`src/rtl/seg_scan_ctrl_pkg.sv`:
```
// Shared definitions for the 4-digit segment scan controller:
// FSM state encoding and the dark-pin drive values.
package seg_scan_ctrl_pkg;

    typedef enum logic [1:0] {
        ST_IDLE  = 2'd0,
        ST_BLANK = 2'd1,
        ST_DRIVE = 2'd2
    } scan_state_t;

    localparam logic [7:0] SEG_OFF = 8'h00;
    localparam logic [3:0] CS_OFF  = 4'hF;

endpackage

```
`src/rtl/seg_scan_ctrl.sv`:
```
// Time-multiplexed 4-digit segment scanner with a double-buffered frame.
// The active buffer only changes at a frame boundary, so the display never tears.
module seg_scan_ctrl
    import seg_scan_ctrl_pkg::*;
#(
    parameter int SCAN_DIV  = 50000,
    parameter int BLANK_CYC = 500
) (
    input  logic       clk,
    input  logic       RSTn,
    input  logic       en,
    input  logic       wr_en,
    input  logic [1:0] wr_sel,
    input  logic [7:0] wr_data,
    input  logic       commit,
    output logic [7:0] seg,
    output logic [3:0] segcs,
    output logic       commit_pend,
    output logic       frame_tick
);

    localparam int CW = $clog2(SCAN_DIV);
    localparam logic [CW-1:0] BLANK_LAST = CW'(BLANK_CYC - 1);
    localparam logic [CW-1:0] DRIVE_LAST = CW'(SCAN_DIV - BLANK_CYC - 1);

    scan_state_t     r_state;
    logic [CW-1:0]   r_cnt;
    logic [1:0]      r_digit;
    logic [7:0]      r_seg;
    logic [3:0]      r_segcs;
    logic            r_frame_tick;
    logic            r_commit_pend;
    logic [3:0][7:0] r_shadow;
    logic [3:0][7:0] r_active;

    // Pins are computed from the current state, so they lag it by one cycle.
    always_ff @(posedge clk or negedge RSTn) begin
        if (!RSTn) begin
            r_state      <= ST_IDLE;
            r_cnt        <= '0;
            r_digit      <= 2'd0;
            r_seg        <= SEG_OFF;
            r_segcs      <= CS_OFF;
            r_frame_tick <= 1'b0;
        end else begin
            r_frame_tick <= 1'b0;
            r_seg        <= SEG_OFF;
            r_segcs      <= CS_OFF;
            if (!en) begin
                r_state <= ST_IDLE;
                r_cnt   <= '0;
                r_digit <= 2'd0;
            end else begin
                if (r_state == ST_DRIVE) begin
                    r_segcs <= ~(4'b0001 << r_digit);
                    r_seg   <= r_active[r_digit];
                end
                case (r_state)
                    ST_IDLE: begin
                        r_state <= ST_BLANK;
                        r_cnt   <= '0;
                        r_digit <= 2'd0;
                    end
                    ST_BLANK: begin
                        if (r_cnt == BLANK_LAST) begin
                            r_state <= ST_DRIVE;
                            r_cnt   <= '0;
                        end else begin
                            r_cnt <= r_cnt + 1'b1;
                        end
                    end
                    ST_DRIVE: begin
                        if (r_cnt == DRIVE_LAST) begin
                            r_state      <= ST_BLANK;
                            r_cnt        <= '0;
                            r_digit      <= r_digit + 2'd1;
                            r_frame_tick <= (r_digit == 2'd3);
                        end else begin
                            r_cnt <= r_cnt + 1'b1;
                        end
                    end
                    default: r_state <= ST_IDLE;
                endcase
            end
        end
    end

    // A commit arriving on the tick cycle itself wins over the clear, so it lands next frame.
    always_ff @(posedge clk or negedge RSTn) begin
        if (!RSTn) begin
            r_shadow      <= '0;
            r_active      <= '0;
            r_commit_pend <= 1'b0;
        end else begin
            if (wr_en)
                r_shadow[wr_sel] <= wr_data;
            if (r_frame_tick && r_commit_pend) begin
                r_active      <= r_shadow;
                r_commit_pend <= 1'b0;
            end
            if (commit)
                r_commit_pend <= 1'b1;
        end
    end

    assign seg         = r_seg;
    assign segcs       = r_segcs;
    assign commit_pend = r_commit_pend;
    assign frame_tick  = r_frame_tick;

endmodule

```
`config.mk`:
```
export PLATFORM = sky130hd
export DESIGN_NAME = seg_scan_ctrl
export DESIGN_NICKNAME = d
export VERILOG_FILES = /design/src/rtl/seg_scan_ctrl_pkg.sv /design/src/rtl/seg_scan_ctrl.sv
export SDC_FILE = /design/constraint.sdc
export NUM_CORES = 1
export LEC_CHECK = 0
export BUFFER_PORTS_ARGS = -buffer_cell sky130_fd_sc_hd__buf_4
export CORE_MARGIN = 2
export CORE_UTILIZATION = 40
export CTS_BUF_LIST = sky130_fd_sc_hd__clkbuf_4
export CTS_CLUSTER_DIAMETER = 100
export DETAILED_ROUTE_END_ITERATION = 8
export GPL_ROUTABILITY_DRIVEN = 0
export PLACE_DENSITY_LB_ADDON = 0.3
export SYNTH_ARGS = -nofsm -noshare
export SYNTH_HDL_FRONTEND = slang
export SYNTH_SLANG_ARGS = --single-unit
export TNS_END_PERCENT = 1
```
`constraint.sdc`:
```
create_clock -name clk -period 4.7 [get_ports clk]
set_clock_uncertainty 0.1 [all_clocks]
set_input_delay 0.94 -clock clk [delete_from_list [all_inputs] [get_ports clk]]
set_output_delay 0.94 -clock clk [all_outputs]
set_load 0.1 [all_outputs]
```
After elaboration in Yosys (flattened, before gate mapping). Cells that the tools add are included.

Register bits after elaboration: 98. Latch bits: 0. Bits in writable memories: 0. Bits in read-only memories: 0. Input bits: 15. Output and inout bits: 14. Logic and storage cells: 62. Memories: 0.

$add $sub $neg: 2. Multipliers: 0. Divide/modulo/power cells: 0. Magnitude comparators: 3. Eq/ne operators: 9. Shifts and indexed selects: 1. Muxes and demuxes: 25. Bitwise logic cells: 1. Reduce and logical (&&, ||, !) cells: 6.

Operator list (number): 16-bit 2-to-1 mux (3); 16-bit one-hot mux with 3 select lines (1); 32-bit bitwise mux (1); 8-bit 2-to-1 mux (4); 16-bit by 1-bit adder with 16-bit output, second input constant (1); 8-bit binary-select mux with 2-bit select (1); 8-bit demux with 2-bit select (1); 16-bit == test, second input constant (1); 16-bit by 9-bit == test with 1-bit output, second input constant (1); 2-bit 2-to-1 mux (5); 4-bit 2-to-1 mux (2); 2-bit by 3-bit < comparator with 1-bit output, second input constant (2); 2-bit one-hot mux with 3 select lines (1); 1-bit 2-to-1 mux (5); 2-bit == test, second input constant (2); 4-bit by 1-bit inequality test with 1-bit output, second input constant (1); 4-bit NOT (1); 2-bit one-hot mux with 2 select lines (1); 2-bit AND reduction (2); 1-bit by 2-bit left shift with 4-bit output, first input constant (1); 3-bit by 1-bit inequality test with 1-bit output, second input constant (1); 3-bit by 2-bit inequality test with 1-bit output, second input constant (1); 3-bit inequality test, second input constant (1); 2-bit by 1-bit adder with 2-bit output, second input constant (1); other kinds (5) (6).

Depth between registers and ports, before layout. Gate-level depths: netlist (run 1).

Depth after elaboration: 5. Mapped depth: 8. Mapped depth without buffers: 7.

Worst setup path after synthesis (run 1). Ideal clock, no wire load.

Kind: input-to-reg. Start: input en. End: register r_cnt[15]. Setup time: 123 ps. Arrival time: 2112 ps. Data required time: 4477 ps. Setup slack: 2366 ps. Stages on the path: 7. Buffers on the path: 2. Path through: buf_4 > or4b_1 > clkbuf_1 > nand4_1 > or4_1 > xor2_1 > nor2_1.

Cells in the longest elaborated chain, start to end: 1. Elaborated cells on any way between the ends: 2. Classes of those cells: 1 x eq/ne; 1 x mux.

RTL lines: from (decl) (RTL line seg_scan_ctrl.sv:11) `input logic en,`; 4-bit by 1-bit inequality test with 1-bit output (no line) / 16-bit 2-to-1 mux (equally long branches); to (signal assigned) (RTL line seg_scan_ctrl.sv:69) `r_cnt <= r_cnt + 1'b1;`; to (signal assigned) (RTL line seg_scan_ctrl.sv:79) `r_cnt <= r_cnt + 1'b1;`; to (decl) (RTL line seg_scan_ctrl.sv:27) `logic [CW-1:0] r_cnt;`.

Several ways; a longest one is shown, not always the timed one. A chain may end at the register's enable or synchronous reset.

Worst setup path after layout (run 1).
Start: register r_segcs[3], in the netlist segcs[3]. End: output segcs[3].

RTL lines: from (decl) (RTL line seg_scan_ctrl.sv:30) `logic [3:0] r_segcs;`; from (signal assigned) (RTL line seg_scan_ctrl.sv:55) `r_segcs <= ~(4'b0001 << r_digit);`; to (decl) (RTL line seg_scan_ctrl.sv:17) `output logic [3:0] segcs,`.

No word-level cell between the ends.

==> results of run 1 <==
cells in the mapped netlist, types with 2 or more instances:
cell,n
a22o_2,4
xor2_1,2
nand2_1,21
mux2_2,64
a21oi_1,2
and2_1,10
a31oi_1,2
o21ai_0,7
buf_4,3
nor3_1,3
inv_1,10
nand3b_1,2
clkbuf_1,5
o31ai_1,4
nand4_1,4
and3_1,3
buf_1,4
nor4_1,2
nand3_1,13
dfrtp_1,94
nor2_1,10
nand4b_1,2
o2bb2ai_1,2
mux4_2,8
dfstp_2,4
or4_2,2
ha_1,9
kinds of logic (layout without fill, tap and decap cells):
group                      Yosys count  after routing  synth area share
adders and majority gates            9              9            0.0255
DFF                                 98             98             0.557
buffers and inverters               23             56            0.0244
AOI/OAI and AO/OA                   31             31            0.0610
xor gates and xnor gates             3              3           0.00596
and+or+nand+nor                     87             87             0.121
muxes                               72             72             0.204
through the flow:
stage	total power [mW]	utilization
after CTS	1.70	0.452
after floorplan	1.15	-
after detailed placement	1.24	0.439
after global routing	1.78	0.452
after global placement	1.24	0.439
final	1.68	0.452
power groups by stage:
stage / Clock, mW / Combinational (mW) / Sequential, mW
detailed placement: 0 / 0.285 / 0.956
finish: 0.459 / 0.285 / 0.938
global route: 0.519 / 0.313 / 0.948
floorplan: 0 / 0.200 / 0.954
CTS: 0.480 / 0.286 / 0.939
global placement: 0 / 0.283 / 0.953
cell usage in the layout (no fill, tap or decap), types with 7 or more instances in the layout:
cell / netlist / routed
and2_1: 10 / 10
buf_4: 3 / 30
clkbuf_4: 0 / 9
dfrtp_1: 94 / 94
ha_1: 9 / 9
inv_1: 10 / 10
mux2_2: 64 / 64
mux4_2: 8 / 8
nand2_1: 21 / 21
nand3_1: 13 / 13
nor2_1: 10 / 10
o21ai_0: 7 / 7
path summary, 6_finish.rpt:
kind | startpoint | end | slack (ns) | cells after the start
setup / recovery | segcs[3]$_DFF_PN1_ | segcs[3] | 2.38 | 1
hold reg to reg | r_shadow[26]$_DFFE_PN0P_ | r_active[26]$_DFFE_PN0P_ | 0.40 | 1
hold / removal | r_shadow[26]$_DFFE_PN0P_ | r_active[26]$_DFFE_PN0P_ | 0.40 | 1
min in group asynchronous | RSTn | r_shadow[9]$_DFFE_PN0P_ | 0.53 | 1
setup reg to reg | r_cnt[0]$_DFFE_PN0P_ | r_cnt[12]$_DFFE_PN0P_ | 2.43 | 6
max in group asynchronous | RSTn | r_shadow[26]$_DFFE_PN0P_ | 3.12 | 2
cell type report:
class / count / area, um^2
inverter: 10 / 37.5
sequential: 98 / 2460
clock inverter: 7 / 75.1
clock buffer: 9 / 67.6
tap: 140 / 175
timing repair buffer: 30 / 225
fill: 964 / 5910
multi-input combinational: 202 / 1840
registers in the layout, summed over array words and instances (netlist names):
name         cells
commit_pend      1
frame_tick       1
r_active        32
r_cnt           16
r_digit          2
r_shadow        32
r_state          2
seg              8
segcs            4
layer usage:
metal	global-route usage	vias up
li1	-	1228
met1	0.200	1362
met2	0.237	43
met3	0.0448	7
met4	0.0495	0
met5	0	-
==> impl_metrics.tcl, run 1 <==
set metrics [dict create \
    dp_hpwl_um 5280 \
    dr.max_layer_used "met4" \
    synth_cells 323 \
    power_switching_uw 502 \
    core.rowCount 38 \
    syn2layout_area_growth_pct 10.7 \
    worst-path-buf-inv 1 \
    placed_area_um2 4740 \
    dieArea_um2 11900 \
    h-tree-depth 3 \
    swShare 0.298 \
    setup_ws_ns 2.38 \
    cts_root_buf "clkbuf_4" \
    worst-path-max-fanout 1 \
    postCtsHoldBufs 0 \
    met1_length_um 3880 \
    grt_max_degree 82 \
    grt_pass1_vias 2721 \
    max-slew-margin-rel 0.328 \
    clk_latency_ns 0.46 \
    max_stage_delay_ns 0.55 \
    seq_power_share 0.558 \
    crit_chain "buf_4" \
    syn-num-nets 347 \
    fin_area_um2 4880 \
    avgSynthCellArea_um2 13.7 \
    max_cap_viol_count 0 \
    start_util 0.409 \
    fin_cells 496 \
    die_w_um 109 \
    cts_tree "built" \
    track_usage 0.151 \
    cts_buffers 9 \
    wl_met3_um 304 \
    combPwrFrac 0.170 \
    core_area_um2 10800 \
    cp.required_ns 3.66 \
    wl_um 8030 \
    finalMaxSlewViolations 0 \
    p_leak_nw 2.17 \
    io_pins 29 \
    yosysTopAreaCellShare 0.533 \
    crit_family "flip-flops" \
    fin_hold_ws_ns 0.402 \
    cp-start-kind "flop" \
    async_flop_share 1.00 \
    fmax_mhz 431 \
    grt_pass1_wl_um 13500 \
    setup_tns_ns 0 \
    powerDensity_nw_per_um2 345 \
    die_y_um 109 \
    ys_ff_latch 98 \
    cts_sinks 98 \
    routedWlPerCell_um 16.2 \
    critical_path_class "reg -> out" \
    synth.distinct_cells 54 \
    cts.clk_slew.worst_paths_ns 0.15 \
    grt_overflow 0 \
    cts-resized-gates 0 \
    cp-end-kind "primary output" \
    nets 375 \
    grt_setup_unrepaired "false" \
    min-delay-path-class "reg -> reg" \
    final_layout_size_suffix_gt1_frac 0.390 \
    antenna_found_initial 0 \
    dr.pass1.iters 4 \
    clkPwrFrac 0.273 \
    ys_top_cells_by_area "dfrtp_1 53%, mux2_2 16%, mux4_2 4.1%" \
    vias_per_cell 5.32 \
    cell_internal_pwr_mw 1.18 \
    routed-wl-met2_um 3760 \
    cts_setup_buffers 0 \
    antenna_left 0 \
    cts_max_path_buffers 2 \
    slowest_stage "dfstp_2" \
    diodes 0 \
    finalCriticalPeriod_ns 2.32 \
    ir_drop_mv 0.194 \
    setup_viol 0 \
    worst_pin_slew_ns 1.01 \
    numPortBuffers 28 \
    post-route-period-util 0.494 \
    ys_dominant_reg_cell "dfrtp_1" \
    drcViolationCount 0 \
    yosysSeqAreaShare 0.557 \
    place_ws_ns 2.35 \
    synth_area_um2 4410 \
    vias 2640 \
    hold_viol 0 \
    status "completed" \
    crit_arrival_ns 1.28 \
    dr.first_iter.drc_count 89 \
    synth_warnings 0 \
    dp.cells 480 \
    netlist.top_cell.by_area "dfrtp_1" \
    synth-edff-count 0 \
]
Power figures use the tool's default switching activity.
==> run 2: changes to the inputs <==
--- a/config.mk
+++ b/config.mk
@@ -5,6 +5,7 @@
 export SDC_FILE = /design/constraint.sdc
 export NUM_CORES = 1
 export LEC_CHECK = 0
+export ABC_AREA = 1
 export BUFFER_PORTS_ARGS = -buffer_cell sky130_fd_sc_hd__buf_4
 export CORE_MARGIN = 2
 export CORE_UTILIZATION = 40
==> constraint.sdc (replaced) <==
create_clock -name clk -period 2.23 [get_ports clk]
set_clock_uncertainty 0.1 [all_clocks]
set_input_delay 0.446 -clock clk [delete_from_list [all_inputs] [get_ports clk]]
set_output_delay 0.446 -clock clk [all_outputs]
set_load 0.1 [all_outputs]
==> run 2 against run 1 <==
  * Critical path depth rose by 7
  * First-iteration DRC count increased by 93%
  * Register-to-register slack lost 2.2 ns
  * Sequential share of layout area down 1.6 points
  * Clock power is 110% higher
  * Setup slack got worse by 2.1 ns
  * Die area up 2.7%
  * Combinational power rose to 2.5 times the previous value
  * Count of clock-buffer cells in the layout stayed put
  * Sequential power grew 110%
  * Routed wire length increased by 15%
  * Worst hold slack worse by 0.34 ns
==> impl_metrics.tcl, run 2 <==
set metrics [dict create \
    async_flop_share 1.00 \
    post-synth-top-count-cell "dfrtp_1" \
    crit_arrival_ns 2.26 \
    track_usage 0.160 \
    cts_setup_buffers 0 \
    max-slew-margin-rel 0.558 \
    ys_dominant_reg_cell "dfrtp_1" \
    synth_cells 465 \
    worst-path-max-fanout 16 \
    finish.utilization 0.461 \
    core.rowCount 38 \
    worst_pin_slew_ns 0.661 \
    cts.clk_slew.worst_paths_ns 0.15 \
    netlist.top_cell.by_area "dfrtp_1" \
    power_switching_mw 1.19 \
    cts_max_path_buffers 2 \
    r2r_cells 8 \
    cts_sinks 98 \
    post-route-period-util 0.881 \
    syn-num-nets 489 \
    swShare 0.325 \
    critical_path_class "reg -> reg" \
    vias_per_cell 5.08 \
    io_pins 29 \
    finalMaxSlewViolations 0 \
    hold_viol 0 \
    vias 3260 \
    cts_tree "built" \
    max_cap_viol_count 0 \
    dieArea_um2 12200 \
    nets 521 \
    rr_endpoint "r_cnt[0]$_DFFE_PN0P_" \
    ir_drop_mv 0.277 \
    synth-edff-count 0 \
    fin_area_um2 5040 \
    wl_um 9220 \
    syn2layout_area_growth_pct 11.3 \
    min-delay-path-class "in -> reg" \
    dr.first_iter.drc_count 172 \
    core_area_um2 10900 \
    powerDensity_nw_per_um2 724 \
    crit_path_start "r_state[1]$_DFFE_PN0P_" \
    mostFrequentLayoutCells "94 x dfrtp_1, 89 x nand2_1, 54 x nor2_1" \
    final_layout_size_suffix_gt1_frac 0.255 \
    grt_pass1_wl_um 15800 \
    ys_top_cells_by_area "dfrtp_1 52%, mux2_2 8.0%, nand2_1 7.4%" \
    yosysSeqAreaShare 0.542 \
    r2r_start "r_state[1]$_DFFE_PN0P_" \
    die_w_um 110 \
    antenna_left 0 \
    grt_max_degree 45 \
    cell_internal_pwr_mw 2.47 \
    ys_top_cells_by_count "94 x dfrtp_1, 89 x nand2_1, 54 x nor2_1" \
    setup_viol 0 \
    cts_buffers 9 \
    fmax_mhz 509 \
    numPortBuffers 28 \
    setup_tns_ns 0 \
    drcViolationCount 0 \
    grt_overflow 0 \
    top_regs "r_active: 32 flops, r_shadow: 32 flops, r_cnt: 16 flops" \
    seq_power_share 0.539 \
    multi_input_area_um2 1880 \
    power.total_mw 3.65 \
    placed_area_um2 4890 \
    rrSetupSlack_ns 0.27 \
    finalCriticalPeriod_ns 1.96 \
    regArea_um2 2460 \
    fill_cells 1050 \
    cts_root_buf "clkbuf_4" \
    synth.distinct_cells 36 \
    status "completed" \
    cp-end-kind "flop" \
    diodes 0 \
    synth_area_um2 4530 \
    antenna_found_initial 0 \
    routedWlPerCell_um 14.4 \
    grt_setup_unrepaired "false" \
    combPwrFrac 0.195 \
    synth_warnings 0 \
    clkPwrFrac 0.266 \
    avgSynthCellArea_um2 9.75 \
    start_util 0.414 \
    dp_hpwl_um 6440 \
    die_y_um 110 \
    cp-endpoint "r_cnt[0]$_DFFE_PN0P_" \
    final_common_cell "dfrtp_1" \
    p_leak_nw 2.36 \
    yosysTopAreaCellShare 0.519 \
    grt_pass1_vias 3132 \
    h-tree-depth 3 \
    cp.required_ns 2.53 \
    cp-start-kind "flop" \
    dr.pass1.iters 4 \
    clk_latency_ns 0.46 \
    ys_ff_latch 98 \
]
-- run 2: cell families after synthesis --
logic type | Yosys count | synth area share
and+or+nand+nor | 198 | 0.202
DFF | 98 | 0.542
AOI/OAI and AO/OA | 81 | 0.100
buffers and inverters | 43 | 0.0436
muxes | 32 | 0.0795
adders and majority gates | 9 | 0.0248
xor gates and xnor gates | 4 | 0.00773
-- run 2: metal layers --
layer	global-route usage	routed length, um
met1	0.232	4630
met4	0.0625	129
met5	0	0
met3	0.0263	290
met2	0.242	4170
-- run 2: critical path, stage by stage (launching register included) --
cell     delay [ns]
dfrtp_1        0.44
inv_1          0.10
ha_1           0.27
nor2_2         0.08
nand2_4        0.21
inv_2          0.17
nor2_2         0.27
nand2_8        0.13
a21oi_2        0.13
-- run 2: worst min-delay path by stage --
stage / startpoint / endpoint / depth (start not counted)
finish: commit / commit_pend$_DFFE_PN0P_ / 2
floorplan: RSTn / commit_pend$_DFFE_PN0P_ / 0
global route: commit / commit_pend$_DFFE_PN0P_ / 2
CTS: commit / commit_pend$_DFFE_PN0P_ / 2
global placement: RSTn / r_cnt[14]$_DFFE_PN0P_ / 1
detailed placement: RSTn / r_cnt[10]$_DFFE_PN0P_ / 1
-- run 2: power groups by stage --
| stage | registers (mW) | clock network [mW] | logic (mW) |
|---|---|---|---|
| floorplan | 2.02 | 0 | 0.511 |
| global placement | 1.99 | 0 | 0.694 |
| detailed placement | 2.00 | 0 | 0.717 |
| CTS | 1.97 | 0.988 | 0.721 |
| global route | 1.99 | 1.07 | 0.798 |
| finish | 1.97 | 0.972 | 0.713 |
-- run 2: metrics by stage --
stage                     hold WS (ns)  instances  worst slack, ns
after floorplan                 0.0504        465            0.290
after global placement           0.216        625            0.388
after detailed placement         0.222        625            0.281
after CTS                       0.0547        642            0.249
after global routing            0.0636        642            0.129
final                           0.0648        642            0.265
-- run 2: area by class of cell --
cell class / instances / share of cell area
clock buffers: 9 / 0.0134
clock inverters: 7 / 0.0146
inverters: 27 / 0.0201
multi-input cells: 324 / 0.372
flip-flops and latches: 98 / 0.487
well taps: 140 / 0.0347
repair buffers: 37 / 0.0580
-- run 2: what timing repair did --
action / in CTS / in global routing
gates resized for setup: 0 / 0
hold endpoints to repair: 11 / 0
hold buffers: 1 / 0
==> run 3: changes to the inputs <==
--- a/config.mk
+++ b/config.mk
@@ -9,7 +9,6 @@
 export BUFFER_PORTS_ARGS = -buffer_cell sky130_fd_sc_hd__buf_4
 export CORE_MARGIN = 2
 export CORE_UTILIZATION = 40
-export CTS_BUF_LIST = sky130_fd_sc_hd__clkbuf_4
 export CTS_CLUSTER_DIAMETER = 100
 export DETAILED_ROUTE_END_ITERATION = 8
 export GPL_ROUTABILITY_DRIVEN = 0
==> run 3 against run 2 <==
  * Critical path depth unchanged
  * Utilization increased by 1.4 points
  * Maximum frequency decreased by 0.19%
  * Register-to-register slack about the same
  * Highest routed layer unchanged
==> impl_metrics.tcl, run 3 (synthesis gave the netlist of run 2 again) <==
set metrics [dict create \
    wl_um 9430 \
    cts_tree "built" \
    holdPathStages 2 \
    top_regs "r_active: 32 flops, r_shadow: 32 flops, r_cnt: 16 flops" \
    fill_cells 1034 \
    regArea_um2 2460 \
    core.rowCount 38 \
    gr-usage-met3 0.0280 \
    dr.pass1.iters 4 \
    grt_overflow 0 \
    io_pins 29 \
    worst-path-max-fanout 16 \
    dp_hpwl_um 6440 \
    grt_pass1_vias 3170 \
    routedWlPerCell_um 14.7 \
    cp-start-kind "flop" \
    dr.first_iter.drc_count 190 \
    nets 521 \
    critical_path_class "reg -> reg" \
    crit_arrival_ns 2.14 \
    fin_area_um2 5200 \
    max_cap_viol_count 0 \
    worst_pin_slew_ns 0.668 \
    use_met2 0.254 \
    dieArea_um2 12200 \
    diodes 0 \
    use_met1 0.230 \
    clk_latency_ns 0.34 \
    cts_max_path_buffers 2 \
    grt_busiest_layer "met2" \
    max_stage_delay_ns 0.41 \
    grt_pass1_wl_um 16100 \
    numPortBuffers 28 \
    post-route-period-util 0.883 \
    ir_drop_mv 0.347 \
    cts_setup_buffers 0 \
    core_area_um2 10900 \
    grt_setup_unrepaired "false" \
    setup_tns_ns 0 \
    cts_sinks 98 \
    syn2layout_area_growth_pct 14.8 \
    final_layout_size_suffix_gt1_frac 0.255 \
    antenna_found_initial 0 \
    track_usage 0.163 \
    fin_hold_ws_ns 0.189 \
    placed_area_um2 4890 \
    rrSetupSlack_ns 0.26 \
    multi_input_area_um2 1880 \
    mostFrequentLayoutCells "94 x dfrtp_1, 89 x nand2_1, 54 x nor2_1" \
    final_common_cell "dfrtp_1" \
    slowest_stage "dfrtp_1" \
    finalCriticalPeriod_ns 1.97 \
    status "completed" \
    cts.clk_slew.worst_paths_ns 0.07 \
    crit_chain "inv_1 -> ha_1 -> nor2_2 -> nand2_4 -> inv_2 -> nor2_2 -> nand2_8 -> a21oi_2" \
    cp_common_cell "nor2_2" \
    cp-end-kind "flop" \
    h-tree-depth 3 \
    cts_root_buf "clkbuf_16" \
    fmax_mhz 508 \
    grt_max_degree 45 \
    finalMaxSlewViolations 0 \
    vias_per_cell 5.02 \
    r2r_cells 8 \
    hold_viol 0 \
    cts_buffers 9 \
    min-delay-path-class "in -> reg" \
    cts-resized-gates 0 \
    max-slew-margin-rel 0.554 \
    cp.required_ns 2.40 \
    p_leak_nw 2.43 \
    drcViolationCount 0 \
    die_w_um 110 \
    die_y_um 110 \
    setup_viol 0 \
    antenna_left 0 \
    vias 3223 \
    powerDensity_nw_per_um2 817 \
    start_util 0.414 \
]
[run 3: cell types whose count changed in the layout (fill, tap and decap cells not counted)]
cell       previous run  this run
clkbuf_16             0         9
clkbuf_4              9         0
[run 3: path summary, 6_finish.rpt]
check / startpoint / end
worst max-delay path: r_state[1]$_DFFE_PN0P_ / r_cnt[4]$_DFFE_PN0P_
worst min register to register: r_shadow[0]$_DFFE_PN0P_ / r_shadow[0]$_DFFE_PN0P_
min in group asynchronous: RSTn / r_shadow[31]$_DFFE_PN0P_
worst min-delay path: commit / commit_pend$_DFFE_PN0P_
worst max register to register: r_state[1]$_DFFE_PN0P_ / r_cnt[4]$_DFFE_PN0P_
max in group asynchronous: RSTn / segcs[1]$_DFF_PN1_
[run 3: cell type report]
type,count,area share
Sequential cell,98,0.472
Multi-Input combinational cell,324,0.361
Timing Repair Buffer,37,0.0563
Clock buffer,9,0.0433
Tap cell,140,0.0337
Inverter,27,0.0195
Clock inverter,7,0.0142
[run 3: where the power goes]
group / total [mW] / leakage (nW) / internal [mW] / switching (mW)
Combinational: 0.717 / 0.978 / 0.217 / 0.500
Clock: 1.57 / 0.152 / 0.880 / 0.687
Sequential: 1.97 / 1.30 / 1.90 / 0.0708
Total: 4.25 / 2.43 / 3.00 / 1.26
[run 3: timing repair]
item	CTS	global route
endpoints found under the setup margin	0	0
hold endpoints to repair	11	0
hold buffers	1	0
[run 3: per-layer routing]
| metal | vias to the layer above | part of all wire |
|---|---|---|
| met4 | 0 | 0.012 |
| met5 | - | 0 |
| met3 | 10 | 0.028 |
| met2 | 41 | 0.46 |
| met1 | 1582 | 0.50 |
| li1 | 1590 | - |
[run 3: per-stage QoR]
stage | power [mW] | setup WS (ns) | std cells | util
2_1_floorplan | 2.53 | 0.290 | 465 | -
3_3_place_gp | 2.69 | 0.388 | 625 | 0.447
3_5_place_dp | 2.72 | 0.281 | 625 | 0.447
4_1_cts | 4.27 | 0.241 | 642 | 0.476
5_1_grt | 4.45 | 0.116 | 642 | 0.476
6_report | 4.25 | 0.262 | 642 | 0.476
[run 3: critical path: cells and delay by family, from the launching register on]
kind	cells	cell delay, ns
DFF	1	0.41
and+or+nand+nor	4	0.69
buffers and inverters	2	0.27
AOI/OAI and AO/OA	1	0.14
adders and majority gates	1	0.27
